$ cat config.mk
export PLATFORM = sky130hd
export DESIGN_NAME = shift_reg_universal
export DESIGN_NICKNAME = d
export VERILOG_FILES = /design/src/rtl/shift_reg_universal.sv
export SDC_FILE = /design/constraint.sdc
export NUM_CORES = 1
export LEC_CHECK = 0
export ABC_AREA = 0
export CAP_MARGIN = 20
export CORE_MARGIN = 3
export CORE_UTILIZATION = 43
export DETAILED_ROUTE_END_ITERATION = 8
export PLACE_DENSITY_LB_ADDON = 0.12
export SYNTH_ARGS = -nofsm -noshare
export SYNTH_HDL_FRONTEND = slang
export SYNTH_SLANG_ARGS = --single-unit
$ cat constraint.sdc
create_clock -name clk -period 2.2 [get_ports clk]
set_clock_uncertainty 0.05 [all_clocks]
set_input_delay 0.33 -clock clk [delete_from_list [all_inputs] [get_ports clk]]
set_output_delay 0.33 -clock clk [all_outputs]
set_load 0.1 [all_outputs]
$ cat src/rtl/shift_reg_universal.sv
// Purpose : universal shift register (hold / shift right / shift left / parallel load)
//           with a per-frame step counter and a frame-done pulse; SERDES building block.
// Latency : one cycle for every register update; pout/sout_r/sout_l are direct slices of
//           the register, so they change right after the updating clock edge.
// Backpressure: none; enb=0 freezes all state and clears frame_done.
// Ports   : clk, rst (sync, active-high), enb, mode[1:0] (00 hold, 01 right, 10 left,
//           11 load), sin_r/sin_l [SW] serial in, pdata [DW] load data, pout [DW] contents,
//           sout_r = low SW bits, sout_l = high SW bits, cnt [CW] steps since load
//           (saturates at NSTEP), frame_done one-cycle pulse when cnt reaches NSTEP.
// Option  : define SHIFT_ROTATE_EN to add input rot; with rot=1 shifts become rotates.
module shift_reg_universal #(
   parameter  int DW    = 8,
   parameter  int SW    = 1,
   localparam int NSTEP = DW / SW,
   localparam int CW    = $clog2(NSTEP + 1)
) (
   input  logic          clk,
   input  logic          rst,
   input  logic          enb,
   input  logic [1:0]    mode,
   input  logic [SW-1:0] sin_r,
   input  logic [SW-1:0] sin_l,
   input  logic [DW-1:0] pdata,
`ifdef SHIFT_ROTATE_EN
   input  logic          rot,
`endif
   output logic [DW-1:0] pout,
   output logic [SW-1:0] sout_r,
   output logic [SW-1:0] sout_l,
   output logic [CW-1:0] cnt,
   output logic          frame_done
);

   localparam logic [1:0] MODE_HOLD = 2'b00;
   localparam logic [1:0] MODE_SHR  = 2'b01;
   localparam logic [1:0] MODE_SHL  = 2'b10;
   localparam logic [1:0] MODE_LOAD = 2'b11;

   // Refuse to build a register whose width is not a whole number of lanes.
   if ((SW < 1) || (SW > DW) || ((DW % SW) != 0)) begin : g_bad_cfg
      $error("shift_reg_universal: DW (%0d) must be a non-zero multiple of SW (%0d)", DW, SW);
   end

   logic [DW-1:0] rgstr;
   logic [DW-1:0] rgstr_nxt;
   logic [CW-1:0] cnt_nxt;
   logic          done_nxt;
   logic [SW-1:0] ins_r;
   logic [SW-1:0] ins_l;
   logic [DW-1:0] shr_val;
   logic [DW-1:0] shl_val;
   logic          cnt_sat;
   logic          cnt_last;

`ifdef SHIFT_ROTATE_EN
   // Rotation feeds the lane that is leaving back in at the opposite end.
   assign ins_r = rot ? rgstr[SW-1:0]     : sin_r;
   assign ins_l = rot ? rgstr[DW-1:DW-SW] : sin_l;
`else
   assign ins_r = sin_r;
   assign ins_l = sin_l;
`endif

   // A single-lane register has no bits to keep on a shift; the lane replaces the word.
   if (SW == DW) begin : g_full_lane
      assign shr_val = ins_r;
      assign shl_val = ins_l;
   end else begin : g_part_lane
      assign shr_val = {ins_r, rgstr[DW-1:SW]};
      assign shl_val = {rgstr[DW-SW-1:0], ins_l};
   end

   assign cnt_sat  = (cnt == CW'(NSTEP));
   assign cnt_last = (cnt == CW'(NSTEP - 1));

   always_comb begin
      rgstr_nxt = rgstr;
      cnt_nxt   = cnt;
      done_nxt  = 1'b0;
      if (enb) begin
         case (mode)
            MODE_SHR, MODE_SHL: begin
               rgstr_nxt = (mode == MODE_SHR) ? shr_val : shl_val;
               if (!cnt_sat) begin
                  cnt_nxt = cnt + 1'b1;
               end
               // Only the step that reaches NSTEP pulses; saturated steps stay quiet.
               done_nxt = cnt_last;
            end
            MODE_LOAD: begin
               rgstr_nxt = pdata;
               cnt_nxt   = '0;
            end
            MODE_HOLD: begin
               rgstr_nxt = rgstr;
            end
            default: begin
               rgstr_nxt = rgstr;
            end
         endcase
      end
   end

   always_ff @(posedge clk) begin
      if (rst) begin
         rgstr      <= '0;
         cnt        <= '0;
         frame_done <= 1'b0;
      end else begin
         rgstr      <= rgstr_nxt;
         cnt        <= cnt_nxt;
         frame_done <= done_nxt;
      end
   end

   assign pout   = rgstr;
   assign sout_r = rgstr[SW-1:0];
   assign sout_l = rgstr[DW-1:DW-SW];

endmodule

# Yosys cells after proc, flatten, opt, wreduce, memory -nomap -nowiden
# Index checks and enable logic that the tools add are counted.
# word_totals
reg_bits	13
in_bits	15
output_inout_bits	15
elab_cells	23
# op_classes
add_sub_neg	1
eq_ne	6
mux	4
n_bitwise	3
n_reduce_logical	6
# ops
operator	n
8-bit case mux with 2 select lines	1
8-bit 2-to-1 mux	1
4-bit case mux with 2 select lines	1
4-bit by 1-bit adder with 4-bit output, second input constant	1
2-bit == test, second input constant	2
4-bit by 3-bit == test with 1-bit output, second input constant	1
4-bit == test, second input constant	1
4-bit 2-to-1 mux	1
1-bit NOT	3
3-bit AND reduction	1
3-bit OR reduction	1
2-bit by 1-bit == test with 1-bit output, second input constant	1
2-bit logical NOT	1
2-bit inequality test, second input constant	1
2-bit AND reduction	1
2-bit nonzero test	1
2-bit OR reduction	1

# Logic depth before layout (Yosys ltp)
# depth
word_depth	4
depth_mapped	6
ltp_nobuf	5

# Worst setup path before layout
# No wires, ideal clock.
# synth_timing
path_kind	reg2reg
startpoint	register cnt[0]
endpoint	register cnt[1]
arrival_time_ps	2195
required_time_ps	2080
slack_ps	-115
stages_incl_launch_ff	6
n_path_buf	0
period_less_slack_ps	2315
path_cell_list	dfxtp_1 -> inv_1 -> ha_1 -> and4b_4 -> or4b_1 -> a21oi_1
# synth_via
elab_chain_len	3
word_cells_on_any_way	6
classes_between	add/sub (1); eq/ne (2); mux (2); reduce/logical (1)
# synth_lines
element	line_no	rtl
start: declaration	30	output logic [CW-1:0] cnt,
start signal: assignment	111	cnt <= cnt_nxt;
4-bit by 1-bit adder with 4-bit output or 4-bit == test (tied branches)	85, 73	
4-bit 2-to-1 mux or 2-bit inequality test (tied branches)	-	
4-bit case mux with 2 select lines or 3-bit AND reduction (tied branches)	-	
# Parallel ways exist; a longest one is shown, timed or not. The select of a mux whose other input is x is not followed.
# A chain may end at the register's enable or synchronous reset.

# Worst setup path after layout
# layout_timing
startpoint	input mode[0]
endpoint	register cnt[1]
# layout_via
elab_chain_len	4
word_cells_on_any_way	8
classes_between	eq/ne (4); mux (1); reduce/logical (3)
# layout_lines
element	line_no	rtl
start: declaration	20	input logic [1:0] mode,
2-bit by 1-bit == test with 1-bit output or 2-bit == test (tied branches)	81	case (mode)
2-bit OR reduction	81	
2-bit inequality test (no source line) or 2-bit nonzero test (tied branches)	-	
3-bit AND reduction (no source line)	-	
# Parallel ways exist; a longest one is shown, timed or not.

==> results.ini <==
[worst_setup_path]
cp_max_fo = 4
required_ns = 2.35
worstSetupStartpointType = input port
worst_path_max_delay_cell = or4b_1
crit_type = in2reg
crit_path_end_kind = flip-flop
max_stage_delay_ns = 0.49
cp.arrival_ns = 2.02
cp_cell_sequence = clkdlybuf4s50_1 > inv_1 > ha_1 > and4b_4 > or4b_1 > a21oi_1

[clock_tree]
cts-buffers-inserted = 3
clk_path_buf_depth = 2
cts.sinks = 13
cts_tree = yes
cts_resized = 0
cts_hold_buf = 0
path_clk_slew_ns = 0.09
root_buffer = clkbuf_4
clock_latency_ns = 0.27
postCtsSetupBuffers = 0
h-tree-depth = 1

[pwr]
p_int_mw = 0.385
swShare = 0.365
power_frac_comb = 0.329
powerDensity_mw_per_mm2 = 544
p_leak_nw = 0.446
ir_drop_mv = 0.375
switching_power_mw = 0.221
clkPwrFrac = 0.249
seq_power_share = 0.421
total_power_mw = 0.606

[finish]
n_fill_cell = 149
multi_input_area_um2 = 482
layout-drive-gt1-share = 0.280
fin_area_mm2 = 0.00111
regArea_um2 = 263
final_core_util = 0.684
num_antenna_cells = 0
mostFrequentLayoutCells = buf_4 (21), clkdlybuf4s50_1 (14), a21oi_1 (11), dfxtp_1 (11), nand2_1 (10)
final_common_cell = buf_4
finalNetCount = 146
syn_to_final_growth_pct = 39.7

[sta]
fin_hold_ws_ns = 0.441
rsz0062_at_grt = false
slew-limit-headroom = 0.675
finalCriticalPeriod_ns = 1.87
worst_pin_slew_ns = 0.486
slew_viol_final = 0
hold_violations = 0
tns_ns = 0
clock.fmax_mhz = 534
setup-violations-final = 0
post-route-period-util = 0.851

[global_routing]
overflow = 0
grt_usage = 0.164
grt_pass1_wl_um = 3150
first_global_vias = 686
grt_max_degree = 14
antenna_found_initial = 0

[floorplanning]
rows = 14
fp.dieW_um = 49.1
coreArea_mm2 = 0.00163
start_util = 0.489
die_h_um = 49.1
io_pins = 30
die_area_mm2 = 0.00241

[yosys]
synth_seq_cells = 13
post_synth_num_cell_types = 24
syn_nets = 114
synth_cells = 94
yosys_warnings = 0
avgSynthCellArea_um2 = 8.48
ys_seq_area_frac = 0.327
synth_area_um2 = 797

[place]
numPortBuffers = 29
gp_congestion = 0.721
hpwl_um = 1450
place_area_mm2 = 0.00109

[routing]
drc = 0
routed_wl_um = 1920
avgViaCountPerCell = 5.26
drtIter0Drc = 25
vias = 784
first_pass_iters = 4
final_antenna_net_count = 0
wire_per_inst_um = 12.9

[outcome]
status = complete, no violations

[min_path]
hp-class = reg2reg

[run]
drv_cap = 0

## path summary, 6_finish.rpt
| check | startpoint | cells past startpoint | slack (ns) | endpoint |
|---|---|---|---|---|
| worst max-delay path | mode[0] | 6 | 0.33 | cnt[1] |
| worst min-delay path | pout[7] | 2 | 0.44 | pout[7] |
| worst max register to register | cnt[0] | 5 | 0.58 | cnt[1] |
| worst min register to register | pout[7] | 2 | 0.44 | pout[7] |
## flip-flops by register name (all words and copies together) (netlist names)
signal      flops
pout            8
cnt             4
frame_done      1
## cell type report
class | count | area share
multi-input combinational | 69 | 0.433
inverter | 4 | 0.0135
tap | 24 | 0.0270
timing repair buffer | 35 | 0.267
sequential | 13 | 0.236
clock buffer | 4 | 0.0236
## power groups by stage
| stage | clock, mW | sequential (mW) | combinational, mW |
|---|---|---|---|
| detailed placement | 0 | 0.261 | 0.199 |
| CTS | 0.155 | 0.256 | 0.200 |
| finish | 0.151 | 0.255 | 0.199 |
| floorplan | 0 | 0.326 | 0.0741 |
| global route | 0.167 | 0.258 | 0.210 |
| global placement | 0 | 0.261 | 0.197 |
## layer usage
layer	up-vias	track usage	wire length (um)
met2	29	0.249	892
li1	395	-	-
met4	0	0.0569	0
met1	360	0.227	907
met5	-	0	0
met3	0	0.0367	122
## cell usage after synthesis
cell type,n,area [um^2]
nand3_1,2,10.0
nor4_1,1,6.26
mux2_2,8,90.1
nor3_1,2,10.0
inv_1,4,15.0
o211ai_1,8,60.1
dfxtp_1,13,260
buf_2,2,10.0
nand2b_1,9,56.3
and3b_1,1,8.76
a21oi_1,11,55.1
or4_1,1,7.51
nand3b_1,1,7.51
o21ai_0,4,20.0
ha_1,5,62.6
a31oi_1,2,12.5
nand2_1,10,37.5
and4b_4,1,13.8
nor2b_1,1,6.26
buf_1,1,3.75
buf_4,2,15.0
o31ai_1,1,7.51
or4b_1,1,10.0
clkbuf_1,3,11.3
## per-stage QoR
stage          worst slack [ns]  instances
2_1_floorplan             0.133         94
3_3_place_gp             0.0830        145
3_5_place_dp             0.0444        145
4_1_cts                   0.333        149
5_1_grt                   0.260        149
6_report                  0.328        149
## worst max-delay path: cells and delay by family
family                     cells  cell delay, ns
AOI/OAI and AO/OA              1            0.15
adders and majority gates      1            0.33
buffers and inverters          2            0.53
and+or+nand+nor                2            0.69
## cell families after synthesis
| group | after synthesis | synth area share |
|---|---|---|
| adders and majority gates | 5 | 0.0785 |
| buffers and inverters | 12 | 0.0691 |
| AOI/OAI and AO/OA | 26 | 0.195 |
| DFF | 13 | 0.327 |
| muxes | 8 | 0.113 |
| and+or+nand+nor | 30 | 0.218 |
(Power assumes the default switching activity.)
